### src/rtl/mem_port_arbiter_if.sv
// Cache-side and memory-side signal bundle for the shared memory port arbiter.
// slave = arbiter view, master = requester/memory view.
interface mem_port_arbiter_if #(
    parameter int AW = 16,
    parameter int DW = 32
);
    logic          i_req;
    logic [AW-1:0] i_addr;
    logic          i_ack;
    logic [DW-1:0] i_rdata;
    logic          d_req;
    logic          d_we;
    logic [AW-1:0] d_addr;
    logic [DW-1:0] d_wdata;
    logic          d_ack;
    logic [DW-1:0] d_rdata;
    logic          m_en;
    logic          m_we;
    logic [AW-1:0] m_addr;
    logic [DW-1:0] m_wdata;
    logic [DW-1:0] m_rdata;
    logic          m_ready;
    logic [1:0]    grant;
    logic          err;

    modport slave (
        input  i_req, i_addr, d_req, d_we, d_addr, d_wdata, m_rdata, m_ready,
        output i_ack, i_rdata, d_ack, d_rdata, m_en, m_we, m_addr, m_wdata, grant, err
    );

    modport master (
        output i_req, i_addr, d_req, d_we, d_addr, d_wdata, m_rdata, m_ready,
        input  i_ack, i_rdata, d_ack, d_rdata, m_en, m_we, m_addr, m_wdata, grant, err
    );
endinterface

### src/rtl/mem_port_arbiter.sv
// Round-robin arbiter sharing one memory port between I-cache refills and D-cache refill/write-back.
// Latency: req sampled at edge N -> m_en cycle N+1 -> ack earliest cycle N+3; watchdog aborts after TIMEOUT wait cycles.
// Backpressure: no queueing; requesters hold req until their one-cycle ack, losers are re-arbitrated at next IDLE.
module mem_port_arbiter #(
    parameter int AW      = 16,
    parameter int DW      = 32,
    parameter int TIMEOUT = 15
) (
    input  logic             clk,
    input  logic             rst_n,
    mem_port_arbiter_if.slave bus
);
    typedef enum logic [1:0] {IDLE, ISSUE, WAIT, RESP} state_t;

    state_t        state_q, state_d;
    logic [1:0]    grant_q, grant_d;
    logic          last_d_q, last_d_d;
    logic [AW-1:0] m_addr_q, m_addr_d;
    logic          m_we_q, m_we_d;
    logic [DW-1:0] m_wdata_q, m_wdata_d;
    logic [3:0]    wd_q, wd_d;
    logic          m_en_q, m_en_d;
    logic          i_ack_q, i_ack_d;
    logic          d_ack_q, d_ack_d;
    logic [DW-1:0] i_rdata_q, i_rdata_d;
    logic [DW-1:0] d_rdata_q, d_rdata_d;
    logic          err_q, err_d;
    logic [DW-1:0] cap_d;
    logic          to_d;
    logic          pick_i, pick_d;

    // last_d_q = 1 means the D-side owned the port last, so I wins a tie
    assign pick_i = bus.i_req && (!bus.d_req || last_d_q);
    assign pick_d = bus.d_req && !pick_i;

    always_ff @(posedge clk or negedge rst_n) begin
        if (!rst_n) begin
            state_q   <= IDLE;
            grant_q   <= 2'b00;
            last_d_q  <= 1'b1;
            m_addr_q  <= '0;
            m_we_q    <= 1'b0;
            m_wdata_q <= '0;
            wd_q      <= 4'd0;
            m_en_q    <= 1'b0;
            i_ack_q   <= 1'b0;
            d_ack_q   <= 1'b0;
            i_rdata_q <= '0;
            d_rdata_q <= '0;
            err_q     <= 1'b0;
        end else begin
            state_q   <= state_d;
            grant_q   <= grant_d;
            last_d_q  <= last_d_d;
            m_addr_q  <= m_addr_d;
            m_we_q    <= m_we_d;
            m_wdata_q <= m_wdata_d;
            wd_q      <= wd_d;
            m_en_q    <= m_en_d;
            i_ack_q   <= i_ack_d;
            d_ack_q   <= d_ack_d;
            i_rdata_q <= i_rdata_d;
            d_rdata_q <= d_rdata_d;
            err_q     <= err_d;
        end
    end

    always_comb begin
        state_d   = state_q;
        grant_d   = grant_q;
        last_d_d  = last_d_q;
        m_addr_d  = m_addr_q;
        m_we_d    = m_we_q;
        m_wdata_d = m_wdata_q;
        wd_d      = wd_q;
        cap_d     = '0;
        to_d      = 1'b0;
        unique case (state_q)
            IDLE: begin
                if (pick_i) begin
                    state_d   = ISSUE;
                    grant_d   = 2'b01;
                    last_d_d  = 1'b0;
                    m_addr_d  = bus.i_addr;
                    m_we_d    = 1'b0;
                    m_wdata_d = '0;
                end else if (pick_d) begin
                    state_d   = ISSUE;
                    grant_d   = 2'b10;
                    last_d_d  = 1'b1;
                    m_addr_d  = bus.d_addr;
                    m_we_d    = bus.d_we;
                    m_wdata_d = bus.d_wdata;
                end
            end
            ISSUE: begin
                state_d = WAIT;
                wd_d    = 4'd0;
            end
            WAIT: begin
                // a completion in the same cycle as expiry still counts as a good access
                if (bus.m_ready) begin
                    state_d = RESP;
                    cap_d   = m_we_q ? '0 : bus.m_rdata;
                end else if (wd_q == 4'(TIMEOUT - 1)) begin
                    state_d = RESP;
                    wd_d    = 4'(TIMEOUT);
                    to_d    = 1'b1;
                end else begin
                    wd_d = wd_q + 4'd1;
                end
            end
            RESP: begin
                state_d   = IDLE;
                grant_d   = 2'b00;
                m_addr_d  = '0;
                m_we_d    = 1'b0;
                m_wdata_d = '0;
            end
            default: state_d = IDLE;
        endcase
    end

    always_comb begin
        m_en_d    = (state_d == ISSUE);
        i_ack_d   = (state_d == RESP) && (state_q == WAIT) && grant_q[0];
        d_ack_d   = (state_d == RESP) && (state_q == WAIT) && grant_q[1];
        i_rdata_d = i_ack_d ? cap_d : '0;
        d_rdata_d = d_ack_d ? cap_d : '0;
        err_d     = (state_d == RESP) && to_d;
    end

    assign bus.m_en    = m_en_q;
    assign bus.m_we    = m_we_q;
    assign bus.m_addr  = m_addr_q;
    assign bus.m_wdata = m_wdata_q;
    assign bus.grant   = grant_q;
    assign bus.i_ack   = i_ack_q;
    assign bus.d_ack   = d_ack_q;
    assign bus.i_rdata = i_rdata_q;
    assign bus.d_rdata = d_rdata_q;
    assign bus.err     = err_q;
endmodule
### src/flat_wrapper.sv
// flat-port wrapper written by rule: the top's interface ports become plain ports
module mem_port_arbiter_flat 
#(
    parameter int AW      = 16,
    parameter int DW      = 32,
    parameter int TIMEOUT = 15
)
  (clk, rst_n, bus_i_req, bus_i_addr, bus_d_req, bus_d_we, bus_d_addr, bus_d_wdata, bus_m_rdata, bus_m_ready, bus_i_ack, bus_i_rdata, bus_d_ack, bus_d_rdata, bus_m_en, bus_m_we, bus_m_addr, bus_m_wdata, bus_grant, bus_err);
  mem_port_arbiter_if #(.AW(AW), .DW(DW)) bus_i ();
  input  logic clk;
  input  logic rst_n;
  input wire logic [$bits(bus_i.i_req)-1:0] bus_i_req;
  input wire logic [$bits(bus_i.i_addr)-1:0] bus_i_addr;
  input wire logic [$bits(bus_i.d_req)-1:0] bus_d_req;
  input wire logic [$bits(bus_i.d_we)-1:0] bus_d_we;
  input wire logic [$bits(bus_i.d_addr)-1:0] bus_d_addr;
  input wire logic [$bits(bus_i.d_wdata)-1:0] bus_d_wdata;
  input wire logic [$bits(bus_i.m_rdata)-1:0] bus_m_rdata;
  input wire logic [$bits(bus_i.m_ready)-1:0] bus_m_ready;
  output wire logic [$bits(bus_i.i_ack)-1:0] bus_i_ack;
  output wire logic [$bits(bus_i.i_rdata)-1:0] bus_i_rdata;
  output wire logic [$bits(bus_i.d_ack)-1:0] bus_d_ack;
  output wire logic [$bits(bus_i.d_rdata)-1:0] bus_d_rdata;
  output wire logic [$bits(bus_i.m_en)-1:0] bus_m_en;
  output wire logic [$bits(bus_i.m_we)-1:0] bus_m_we;
  output wire logic [$bits(bus_i.m_addr)-1:0] bus_m_addr;
  output wire logic [$bits(bus_i.m_wdata)-1:0] bus_m_wdata;
  output wire logic [$bits(bus_i.grant)-1:0] bus_grant;
  output wire logic [$bits(bus_i.err)-1:0] bus_err;
  assign bus_i.i_req = bus_i_req;
  assign bus_i.i_addr = bus_i_addr;
  assign bus_i.d_req = bus_d_req;
  assign bus_i.d_we = bus_d_we;
  assign bus_i.d_addr = bus_d_addr;
  assign bus_i.d_wdata = bus_d_wdata;
  assign bus_i.m_rdata = bus_m_rdata;
  assign bus_i.m_ready = bus_m_ready;
  assign bus_i_ack = bus_i.i_ack;
  assign bus_i_rdata = bus_i.i_rdata;
  assign bus_d_ack = bus_i.d_ack;
  assign bus_d_rdata = bus_i.d_rdata;
  assign bus_m_en = bus_i.m_en;
  assign bus_m_we = bus_i.m_we;
  assign bus_m_addr = bus_i.m_addr;
  assign bus_m_wdata = bus_i.m_wdata;
  assign bus_grant = bus_i.grant;
  assign bus_err = bus_i.err;
  mem_port_arbiter #(.AW(AW), .DW(DW), .TIMEOUT(TIMEOUT)) u_core (.clk(clk), .rst_n(rst_n), .bus(bus_i));
endmodule
### config.mk
export PLATFORM = sky130hd
export DESIGN_NAME = mem_port_arbiter_flat
export DESIGN_NICKNAME = d
export VERILOG_FILES = /design/src/rtl/mem_port_arbiter_if.sv /design/src/rtl/mem_port_arbiter.sv /design/src/flat_wrapper.sv
export SDC_FILE = /design/constraint.sdc
export NUM_CORES = 1
export LEC_CHECK = 0
export CELL_PAD_IN_SITES_DETAIL_PLACEMENT = 2
export CELL_PAD_IN_SITES_GLOBAL_PLACEMENT = 2
export CORE_ASPECT_RATIO = 0.8
export CORE_MARGIN = 3
export CORE_UTILIZATION = 27
export CTS_CLUSTER_DIAMETER = 80
export DETAILED_ROUTE_END_ITERATION = 8
export HOLD_SLACK_MARGIN = 0.02
export PLACE_DENSITY = 0.91
export SETUP_SLACK_MARGIN = 0.3
export SLEW_MARGIN = 5
export SYNTH_ARGS = -nofsm -noshare
export SYNTH_HDL_FRONTEND = slang
export SYNTH_SLANG_ARGS = --single-unit
### constraint.sdc
create_clock -name clk -period 4 [get_ports clk]
set_input_delay 0.4 -clock clk [delete_from_list [all_inputs] [get_ports clk]]
set_output_delay 0.4 -clock clk [all_outputs]
set_load 0.02 [all_outputs]
==> results by stage, run 1 <==
Global routing:
- The global routing met2 resource utilization is 30.99%.
- Global routing used 18.07% of the available tracks.
- The number of global-route vias before repair was ~4500.
- For met1 alone, demand over resource in global routing was between 20% and 30%.
- The met3 track utilization from global routing is 8.527%.
- The peak-usage layer in the global routing report is met2.
- Entering global routing, the biggest net connects 68 pins.
- The first global-routing pass estimated around 27 mm of wire.
- The initial antenna violation count is 0.
- The total grt overflow is 0.

Setup path:
- STA classifies the critical path startpoint as a flip-flop.
- In this run the register-to-register setup slack is 1.39 ns.
- The critical path is of the flip-flop to flip-flop type.
- STA puts the critical path data arrival time at between 2 and 3 ns.
- The critical path endpoint category is a flip-flop.
- For the worst setup path, the data required time is approximately 4.3 ns.
- The worst flop-to-flop path endpoint is u_core.bus.m_addr[13].
- The startpoint identified for the worst register-to-register timing path is u_core.state_q[0].
- Of all nets on the critical path, the largest fanout is 50.
- The number of cells on the worst reg-to-reg path is 6.

Logic synthesis:
- The fraction of registers with async set or reset after synthesis is 100.0%.
- After synthesis the cells add up to 0.004893 mm^2.
- The biggest area contributor in the post-synthesis netlist is sky130_fd_sc_hd__dfrtp_1.
- For this run, the leading register cell type out of synthesis is sky130_fd_sc_hd__dfrtp_1.
- The number of instances in the synthesized netlist is slightly below 400.
- The number of synthesized flops with an enable pin is 0.
- Sequential cells were found to cover 64.46% of the synthesized design area.
- The Yosys step of the flow raised 0 warnings.
- After synthesis the netlist holds a flip-flop and latch count of 126.
- The net count after synthesis is between 400 and 500.
- The average footprint of a synthesized cell is approximately 13 um^2.
- In the post-synthesis netlist, the biggest area contributors are sky130_fd_sc_hd__dfrtp_1 64%, sky130_fd_sc_hd__a22o_1 6.3%, sky130_fd_sc_hd__nor3_2 5.9%.
- The distinct cell type count of the synthesized netlist is 34.
- The area fraction of the dominant cell type after synthesis is 63.92%.

Floorplan:
- The region available for standard cell placement spans 0.01754 mm^2.
- For this configuration, the core starts out at a cell density of 27.90%.
- For this design the top-level I/O count stands at between 200 and 250.
- The floorplan step defined a die boundary enclosing 0.01979 mm^2.
- The initialized floorplan defines 43 standard-cell rows.
- The floorplan step set the die height to 126.4 um.
- The die is between 150 and 200 um wide.

Timing:
- Timing would allow up to 383.5 MHz.
- Measured against its own limit, the worst slew margin works out to 30.88%.
- The final critical path time including I/O delays and setup is 2.608 ns.
- The final number of hold-violating endpoints is 0.
- The clock tree skew after final layout is 0.009024 ns.
- The transition time at the pin with the least slew margin is about 1.0 ns.
- The post-route fraction of the period consumed by the critical path is around two thirds.
- The final count of negative-setup-slack endpoints is 0.
- The hold slack is about 0.46 ns.
- The number of pins exceeding their max-slew limit in the final report came to 0.
- The final setup TNS is 0 ns.
- Setup repair after global routing left no endpoint under its margin.

Finish:
- The final design utilization is 44.99%.
- The share of final-layout standard cells stronger than drive strength 1 is 11.85%.
- Leaving out filler cells and counting taps, the final layout contains 841.
- Counting the fill cells in the layout gives 1756.
- From synthesis to final layout, the design area changed by 61.26%.
- At the end of the flow, the number of nets in the layout was approximately 710.
- The library cells used most frequently in the layout, excluding fill and tap cells, are 219 x sky130_fd_sc_hd__clkdlybuf4s50_1, 125 x sky130_fd_sc_hd__dfrtp_1, 55 x sky130_fd_sc_hd__nor3_1.
- Leaving out fill and tap cells, the most frequent cell in the layout is sky130_fd_sc_hd__clkdlybuf4s50_1.
- The antenna diode count is 0.

Clock network:
- The clock buffer count from CTS is 17.
- The clock passes through at most 2 buffers.
- The H-tree was split into 4 levels.
- Clock tree synthesis selected as its root buffer the cell sky130_fd_sc_hd__clkbuf_16.
- The post-CTS clock slew at the launch and capture registers of the worst setup and hold paths is 0.06 ns.
- TritonCTS built the clock tree.
- Counting every sink on the clock net gives 126.
- At the later pin of the worst-skew pair, clock insertion delay measures 0.41 ns.
- The number of buffers inserted by post-CTS setup repair is 0.

Routing:
- After detailed routing, the average wire length per cell comes to 21.27 um.
- Using the TritonRoute via totals, the vias-per-cell ratio works out to 4.778.
- The final routed DRC violation total is 0.
- The number of iterations in the first detailed-routing pass is 4.
- The first-iteration detailed-routing DRC count is 156.
- The routed layout has 4018 vias.
- The wire length reported by the detailed router is 17.89 mm.
- The number of antenna-violating nets in the routed design is 0.

Flow run:
- Max-cap violations in this run came to 0.

Pwr:
- IR analysis of the VDD net gives a maximum drop of 0.0002510 V.
- The analysis attributes to cell leakage a power of 0.003427 uW.
- The power per cell area is 674.7 mW/mm^2.

Place:
- The routability-driven placement congestion ratio is 0.8093.
- The number of placed instances, taps included is 809.
- Input and output buffers added on the ports amount to 220.
- Summed over all nets, the half-perimeter wirelength after detailed placement is 12.43 mm.

Status:
- The flow ran to the end, and the final reports show no timing, DRC or antenna violations.

Min path:
- The worst hold path belongs to the class primary input to asynchronous set/reset pin.
==> through the flow <==
| stage | instance area [um^2] | setup WS [ns] | power, uW |
|---|---|---|---|
| floorplan | 4893 | 2.257 | 2838 |
| global placement | 7276 | 1.268 | 3631 |
| detailed placement | 7276 | 1.110 | 3751 |
| CTS | 7889 | 1.392 | 5396 |
| global route | 7891 | 1.218 | 5610 |
| finish | 7891 | 1.392 | 5324 |
==> cell usage after synthesis (all sizes together), types with 2 or more instances <==
library cell,instances
nor3b,2
a21oi,3
buf,24
clkbuf,6
nand2b,2
nor2,3
dfrtp,125
and4b,2
nor4b,2
nor2b,4
a221o,16
nand2,20
o21ai,2
nor3,84
ha,7
inv,38
a22o,35
a31oi,2
==> critical path, cell delays in order (launching register included) <==
cell and delay (ns):
sky130_fd_sc_hd__dfrtp_1 0.44, sky130_fd_sc_hd__inv_1 0.13, sky130_fd_sc_hd__ha_1 0.31, sky130_fd_sc_hd__nand2b_1 0.51, sky130_fd_sc_hd__a211oi_4 0.37, sky130_fd_sc_hd__buf_4 0.49
sky130_fd_sc_hd__a221o_1 0.26
==> worst max-delay path by stage <==
stage                       from                     end  slack, ns  cells past startpoint
4_1_cts        u_core.state_q[0]   u_core.bus.m_addr[13]       1.39                      6
5_1_grt        u_core.state_q[1]   u_core.bus.m_addr[13]       1.22                      6
6_report       u_core.state_q[0]   u_core.bus.m_addr[13]       1.39                      6
3_3_place_gp           bus_i_req   u_core.bus.m_addr[13]       1.27                      5
2_1_floorplan  u_core.state_q[0]  u_core.bus.i_rdata[11]       2.26                      7
3_5_place_dp           bus_i_req  u_core.bus.m_wdata[22]       1.11                      5
==> sequential cells by signal, indices dropped and copies added (netlist names), 2 cells and up <==
signal              count
u_core.bus.m_addr      16
u_core.bus.d_rdata     32
u_core.bus.i_rdata     32
u_core.state_q          2
u_core.bus.m_wdata     32
u_core.bus.grant        2
u_core.wd_q             4
==> report_power, final <==
| group | internal [uW] | switching, uW |
|---|---|---|
| Sequential | 1570 | 216 |
| Combinational | 860 | 1100 |
| Clock | 994 | 589 |
| Total | 3420 | 1900 |
==> layer usage <==
layer  vias to the layer above  share of wire, %
met1                      2047                39
met4                         0               1.1
met5                         -                 0
met3                        14               9.9
li1                       1791                 -
met2                       166                50
==> repair_timing <==
item | CTS | global route
endpoints found under the hold margin | 30 | 0
hold buffers | 1 | 0
resized for setup | 0 | 0
==> cells by family after synthesis <==
| logic type | count (synthesis) | synth area share [%] |
|---|---|---|
| DFF | 126 | 64.46 |
| and+or+nand+nor | 124 | 15.98 |
| buffers and inverters | 68 | 6.546 |
| AOI/OAI and AO/OA | 63 | 11.22 |
| adders and majority gates | 7 | 1.790 |
==> cell type report <==
type / instances / area [um^2] / share of cell area (%)
Clock buffer: 18 / 439.2 / 5.565
Clock inverter: 13 / 163.9 / 2.077
Inverter: 38 / 142.6 / 1.808
Multi-Input combinational cell: 194 / 1443 / 18.28
Sequential cell: 126 / 3154 / 39.97
Tap cell: 225 / 281.5 / 3.567
Timing Repair Buffer: 227 / 2267 / 28.73
Power figures use the tool's default switching activity.
==> run 2, diff against run 1 <==
CORE_UTILIZATION = 23   (was 27)
PLACE_DENSITY = 0.83   (was 0.91)
clock period = 2.25 ns   (was 4 ns; I/O delays follow)
==> results by stage, run 2 (same netlist as run 1, synthesis figures left out) <==
Status:
- The run finished with clean final reports.

Floorplan:
- For this configuration, the core starts out at a cell density of 23.51%.
- The die is roughly 140 um tall.
- The die covers 0.02307 mm^2.
- The number of rows in the core area is 47.
- The die outline width is 169.1 um.
- 221 I/O pins were placed.
- The standard cell core area is 0.02082 mm^2.

Finish:
- The relative area change from synthesis to final layout is 69.68%.
- Measured on the finished design, the core utilization comes to 39.88%.
- Cells with a size suffix above 1 make up between 10% and 20% of the layout.
- The total of fill cells in the finished design is 2106.
- The count of nets after finishing is about 720.
- For this run, the number of standard cells in the final layout without fillers is 893.
- The most frequent standard cell in the layout excluding fill and tap cells is sky130_fd_sc_hd__clkdlybuf4s50_1.
- The antenna diode count is 0.
- The library cells used most frequently in the layout, excluding fill and tap cells, are 219 x sky130_fd_sc_hd__clkdlybuf4s50_1, 123 x sky130_fd_sc_hd__dfrtp_1, 43 x sky130_fd_sc_hd__nor3_2.
- Registers take ~0.0032 mm^2.
- The multi-input combinational cells in the finished layout cover a total of 0.001569 mm^2.

Routing:
- The routed layout has 4056 vias.
- The number of iterations in the first detailed-routing pass is 4.
- The number of antenna-violating nets in the routed design is 0.
- The first-iteration detailed-routing DRC count is 169.
- The wire length reported by the detailed router is 18.27 mm.
- Dividing the detail-routed wire length by the instance count gives between 20 and 25 um.
- The final routed DRC violation total is 0.
- Using the TritonRoute via totals, the vias-per-cell ratio works out to 4.542.

Pwr:
- The largest vdd supply drop is between 0.0005 and 0.0006 V.
- The power per cell area is 1221 mW/mm^2.
- Combinational cells account for 38.9% of the total power.
- Registers are responsible for 31.2% of the overall power.
- The share of total power dissipated in the clock network is 29.9%.
- The leakage power of the design is 0.003562 uW.
- Net switching is 35.22% of the power.
- Summed over all nets, the switching power comes to 3572 uW.
- The internal cell power is 6568 uW.

Place:
- The routability-driven placement congestion ratio is 0.7753.
- The number of placed instances, taps included is 857.
- During placement, the flow inserted port buffers numbering 220.
- The HPWL reported at the end of detailed placement is 12.28 mm.
- Timing analysis after detailed placement gives a worst setup slack of 0.1244 ns.

Setup path:
- STA classifies the critical path endpoint as a flip-flop.
- In this run the worst path has a maximum fanout of 13.
- STA puts the critical path data required time at 2.60 ns.
- The critical path launch point is u_core.state_q[0].
- The worst register-to-register path has a depth of 6.
- The worst setup path is launched from a flip-flop.
- The endpoint identified for the worst register-to-register timing path is u_core.bus.m_wdata[16].
- In this run the critical register-to-register path is launched from u_core.state_q[0].
- The end point of the critical path is u_core.bus.m_wdata[16].
- The critical path is of the flip-flop to flip-flop type.
- The setup slack of the worst register-to-register path is 0.38 ns.
- The endpoint arrival time on the critical path is 2.21 ns.

Timing:
- In this run the tightest slew margin relative to its limit is 54.44%.
- For the pin with the worst max-slew slack, the measured transition is ~0.67 ns.
- The final setup TNS is 0 ns.
- The number of pins exceeding their max-slew limit in the final report was 0.
- Dividing the final minimum period by the clock period gives 82.96%.
- The maximum operating frequency is 535.7 MHz.
- Setup repair after global routing could not meet its margin everywhere.
- Setup violations remaining at the end of the flow were counted as 0.
- The clock tree skew after final layout is 0.009357 ns.
- The worst setup slack after layout is 0.3833 ns.
- The final critical path time including I/O delays and setup is 1.867 ns.
- The final number of hold-violating endpoints was 0.

Clock network:
- The cell sitting at the root of the clock tree is a sky130_fd_sc_hd__clkbuf_16.
- The TritonCTS clock tree is yes.
- The insertion delay to the later sink of the worst-skew pair is between 0.4 and 0.5 ns.
- The number of buffers inserted by post-CTS setup repair is 0.
- The maximum root-to-sink buffer count is 2.
- The number of clock buffers added by TritonCTS is 17.
- Clock-pin slew was measured on the worst setup and hold paths at 0.06 ns.
- The H-tree was split into 4 levels.
- The clock net in this run drives a total of 126 sinks.

Global routing:
- Entering global routing, the biggest net connects 66 pins.
- The number of global-route vias before repair came to 4665.
- The first-pass GRT wire length is roughly 27 mm.
- The overall routing resource usage is 15.31%.
- Summed over all layers, the global routing overflow is 0.
- The initial antenna violation count was 0.

Min path:
- The worst min-delay path category is primary input to flip-flop.
- The startpoint of the tightest hold check path is bus_m_rdata[12].

Flow run:
- Across the run, the number of max-cap violations was 0.
-- run 2: cell count changes in the layout (fill, tap and decap cells not counted), moves of 3 or more --
cell,previous run,this run
sky130_fd_sc_hd__nor3_1,55,40
sky130_fd_sc_hd__clkinvlp_4,5,0
sky130_fd_sc_hd__clkinv_4,1,4
sky130_fd_sc_hd__nor3_2,29,43
sky130_fd_sc_hd__ha_1,7,4
sky130_fd_sc_hd__buf_12,1,5
-- run 2: layout make-up --
class                           instances  share of cell area, %
Inverter                               38                  1.718
Sequential cell                       126                  38.02
Clock buffer                           18                  5.169
Tap cell                              269                  4.054
Multi-Input combinational cell        194                  18.90
Timing Repair Buffer                  235                  29.58
Clock inverter                         13                  2.562
-- run 2: worst min path at each step --
stage | endpoint | slack (ns) | cells past startpoint
detailed placement | u_core.bus.m_addr[1] | 0.28 | 2
global route | u_core.bus.i_rdata[16] | 0.36 | 3
CTS | u_core.bus.i_rdata[1] | 0.34 | 3
finish | u_core.bus.i_rdata[12] | 0.38 | 3
global placement | u_core.bus.m_addr[5] | 0.28 | 2
floorplan | u_core.bus.d_ack | -0.07 | 0
-- run 2: metrics by stage --
step                instance area (um^2)  power [uW]  hold slack, ns
floorplan                           4893        5045        -0.07059
global placement                    7423        6623          0.2756
detailed placement                  7423        6823          0.2771
CTS                                 8125       10110          0.3440
global route                        8303       10690          0.3619
finish                              8303       10140          0.3785
-- run 2: routing by layer --
metal	part of all wire (%)	up-vias	GRT usage, %
li1	-	1807	-
met1	40	2059	17.73
met2	49	168	25.21
met3	9.6	22	7.238
met4	1.6	0	4.995
met5	0	-	0
-- run 2: worst max-delay path: stages, from the launching register on --
cell and delay [ns]:
sky130_fd_sc_hd__dfrtp_2 0.45, sky130_fd_sc_hd__inv_2 0.11, sky130_fd_sc_hd__ha_2 0.25, sky130_fd_sc_hd__or3b_1 0.41, sky130_fd_sc_hd__o21ai_4 0.16, sky130_fd_sc_hd__clkbuf_16 0.25, sky130_fd_sc_hd__a22o_1 0.16
-- run 2: power by group through the flow --
| stage | clock [uW] | combinational, uW | sequential (uW) |
|---|---|---|---|
| detailed placement | 0 | 3630 | 3190 |
| CTS | 3140 | 3800 | 3160 |
| finish | 3030 | 3950 | 3160 |
| global placement | 0 | 3500 | 3120 |
| global route | 3250 | 4210 | 3230 |
| floorplan | 0 | 1380 | 3660 |
-- run 2: what timing repair did --
item,4_1_cts,5_1_grt
cloned,1,3
endpoints found under the hold margin,125,0
pin swaps,0,1
setup endpoints to repair,98,88
hold buffers,1,0
gates resized for setup,7,22
==> run 3, diff against run 2 <==
CORE_UTILIZATION = 25   (was 23)
PLACE_DENSITY = 0.85   (was 0.83)
clock period = 1.9 ns   (was 2.25 ns; I/O delays follow)
==> results by stage, run 3 (same netlist as run 1, synthesis figures left out) <==
Status:
- The flow ran to the end, and the final reports show no timing, DRC or antenna violations.

Setup path:
- The highest cell delay on the worst timing path is 0.44 ns.
- In this run the worst path has a maximum fanout of 35.
- At the worst endpoint, the required time is 2.22 ns.
- The signal on the critical path passes through inv_2 -> ha_4 -> nand4bb_4 -> a211o_4 -> buf_12 -> nor3_2.
- The standard cell with the maximum stage delay on the critical path is sky130_fd_sc_hd__dfrtp_1.
- At the worst endpoint, the arrival time is 2.16 ns.
- The critical path endpoint category is a flip-flop.
- The startpoint class of the critical path is a flip-flop.
- The worst setup path is of the flip-flop to flip-flop kind.

Routing:
- Using the TritonRoute via totals, the vias-per-cell ratio works out to 4.638.
- Once detail routing completed, the nets flagged for antenna violations numbered 0.
- The routed length per placed instance is 22.29 um.
- The final routed DRC violation total is 0.
- The first-iteration detailed-routing DRC count is 129.
- The routed layout has 4267 vias.
- The routed design has 20.51 mm of wire.
- The first TritonRoute pass finished after 4 iterations.

Pwr:
- The internal cell power is around 8300 uW.
- For this design the total switching power over the nets is 4678 uW.
- The share of total power in sequential cells is 28.7%.
- Combinational logic is responsible for 45.5% of the overall power.
- The switching fraction of total power is 36.05%.
- The largest vdd supply drop is 0.0006326 V.
- In this run, the clock network consumes about 26% of the power.
- Dividing total power by cell area gives a power density of 1440 mW/mm^2.
- The analysis attributes to cell leakage a power of 0.004621 uW.

Timing:
- The clock tree skew after final layout is 0.009731 ns.
- The tightest slew margin relative to the limit is 61.64%.
- Setup violations remaining at the end of the flow were counted as 0.
- The maximum operating frequency is 543.7 MHz.
- The final critical path time including I/O delays and setup is 1.839 ns.
- The post-route fraction of the period consumed by the critical path is between 90% and 100%.
- At the pin with the least slew margin, the transition time is 0.5754 ns.
- The final number of hold-violating endpoints came to 0.
- Setup repair after global routing could not meet its margin everywhere.
- The worst setup slack after layout is approximately 0.061 ns.
- The number of pins exceeding their max-slew limit in the final report came to 0.

Floorplan:
- Once the floorplan was initialized, standard cells occupied 25.64% of the core.
- The standard cell core area is 0.01909 mm^2.
- In this run the horizontal extent of the chip is 162.4 um.
- The die height is 131.1 um.
- The die area is approximately 0.021 mm^2.
- The number of rows in the core area is 45.
- In this run the count of I/O pins placed on the die edge is 221.

Place:
- The number of placed instances, taps included is 858.
- In this run the tool buffered the top-level ports with 220 buffer cells.
- The routability-driven placement congestion ratio is about 0.75.
- The HPWL reported at the end of detailed placement is 12.68 mm.
- The placed standard-cell area is 0.007521 mm^2.
- The pre-CTS worst setup slack is -0.1582 ns.

Clock network:
- The TritonCTS clock tree is yes.
- The tree is rooted in a sky130_fd_sc_hd__clkbuf_16.
- The clock buffer count from CTS is 17.
- After clock tree synthesis, the clock-pin slew on the worst setup and hold paths is 0.06 ns.
- For this design, the sink count on the clock tree is about 130.
- In this run the deepest clock path goes through 2 buffers.
- The H-tree level count is 4.
- The insertion delay to the later sink of the worst-skew pair is a little over 0.4 ns.

Global routing:
- The number of global-route vias before repair is 5002.
- In the global route stage, overall resource usage came out at between 10% and 20%.
- The initial antenna violation count was 0.
- The total grt overflow is 0.
- The first-pass GRT wire length is between 30 and 40 mm.
- Entering global routing, the biggest net connects 47 pins.

Finish:
- In the layout the commonest cells are 153 x sky130_fd_sc_hd__clkdlybuf4s50_1, 122 x sky130_fd_sc_hd__dfrtp_1, 56 x sky130_fd_sc_hd__nor3_2.
- Leaving out fill and tap cells, the most frequent cell in the layout is sky130_fd_sc_hd__clkdlybuf4s50_1.
- The finished cells cover 0.009010 mm^2.
- Fill cells in the final layout number 1838.
- The number of antenna diodes in the final layout is 0.
- The relative area change from synthesis to final layout is 84.12%.
- The count of placed standard cells in the final layout, fillers left out is about 900.
- The final layout contains 758 nets.
- Cells with a size suffix above 1 make up 25.08% of the layout.

Flow run:
- The count of maximum capacitance violations is 0.

Min path:
- The worst min-delay path category is primary input to asynchronous set/reset pin.
==> run 3: changes by cell type in the layout (fill, tap and decap cells not counted), moves of 3 or more <==
cell / previous run / this run
sky130_fd_sc_hd__nor3_2: 43 / 56
sky130_fd_sc_hd__nor3_4: 1 / 5
sky130_fd_sc_hd__buf_16: 2 / 6
sky130_fd_sc_hd__buf_6: 1 / 9
sky130_fd_sc_hd__dlymetal6s2s_1: 0 / 41
sky130_fd_sc_hd__clkbuf_16: 19 / 23
sky130_fd_sc_hd__nor3_1: 40 / 23
sky130_fd_sc_hd__dlygate4sd2_1: 0 / 25
sky130_fd_sc_hd__clkdlybuf4s50_1: 219 / 153
sky130_fd_sc_hd__buf_4: 5 / 22
sky130_fd_sc_hd__clkinv_2: 2 / 5
==> run 3: final cells by class <==
cell class | instances | area, um^2 | area share (%)
sequential | 126 | 3158 | 35.05
clock inverter | 11 | 140.1 | 1.555
clock buffer | 21 | 460.4 | 5.110
tap | 258 | 322.8 | 3.583
timing repair buffer | 272 | 3025 | 33.58
multi-input combinational | 194 | 1758 | 19.51
inverter | 38 | 145.1 | 1.611
==> run 3: power by group through the flow <==
stage,Clock [uW],Sequential [uW],Combinational [uW]
floorplan,0,4350,1740
global placement,0,3730,4220
detailed placement,0,3770,4390
CTS,3400,3730,5250
global route,3570,3810,6260
finish,3340,3730,5900
==> run 3: path summary, 6_finish.rpt <==
path                                        startpoint                     end  depth (start not counted)  slack (ns)
worst max register to register       u_core.state_q[1]  u_core.bus.d_rdata[10]                          6        0.06
max in group asynchronous                        rst_n         u_core.last_d_q                          3        0.86
worst min-delay path                             rst_n  u_core.bus.d_rdata[30]                          2        0.27
worst max-delay path                 u_core.state_q[1]  u_core.bus.d_rdata[10]                          6        0.06
min in group clk                       bus_m_rdata[17]  u_core.bus.i_rdata[17]                          3        0.36
worst min register to register  u_core.bus.m_wdata[10]  u_core.bus.m_wdata[10]                          1        0.50
==> run 3: per-stage QoR <==
stage          total power, uW  util, %  hold slack [ns]  TNS [ns]
2_1_floorplan             6091        -          -0.1056         0
3_3_place_gp              7950    39.40           0.1705         0
3_5_place_dp              8158    39.40           0.1829   -0.4082
4_1_cts                  12390    44.90           0.2828         0
5_1_grt                  13630    47.20           0.3247         0
6_report                 12980    47.20           0.2744         0
==> run 3: layer usage <==
metal | part of all wire, % | vias to the layer above | global-route usage [%]
met5 | 0 | - | 0
met3 | 5.2 | 12 | 5.421
met1 | 41 | 2245 | 22.68
met4 | 0.88 | 0 | 3.600
li1 | - | 1880 | -
met2 | 53 | 130 | 32.06
==> run 3: timing repair <==
action / in CTS / in global routing
pin swaps: 7 / 29
endpoints found under the hold margin: 32 / 0
hold buffers: 1 / 0
buffers inserted: 13 / 3
setup endpoints to repair: 144 / 162
cloned: 6 / 7
resized for setup: 70 / 71
==> run 3: critical path, delay by kind of cell (launching register included) <==
family,cells,cell delay (ns)
AOI/OAI and AO/OA,1,0.40
adders and majority gates,1,0.20
buffers and inverters,2,0.36
and+or+nand+nor,2,0.33
DFF,1,0.44
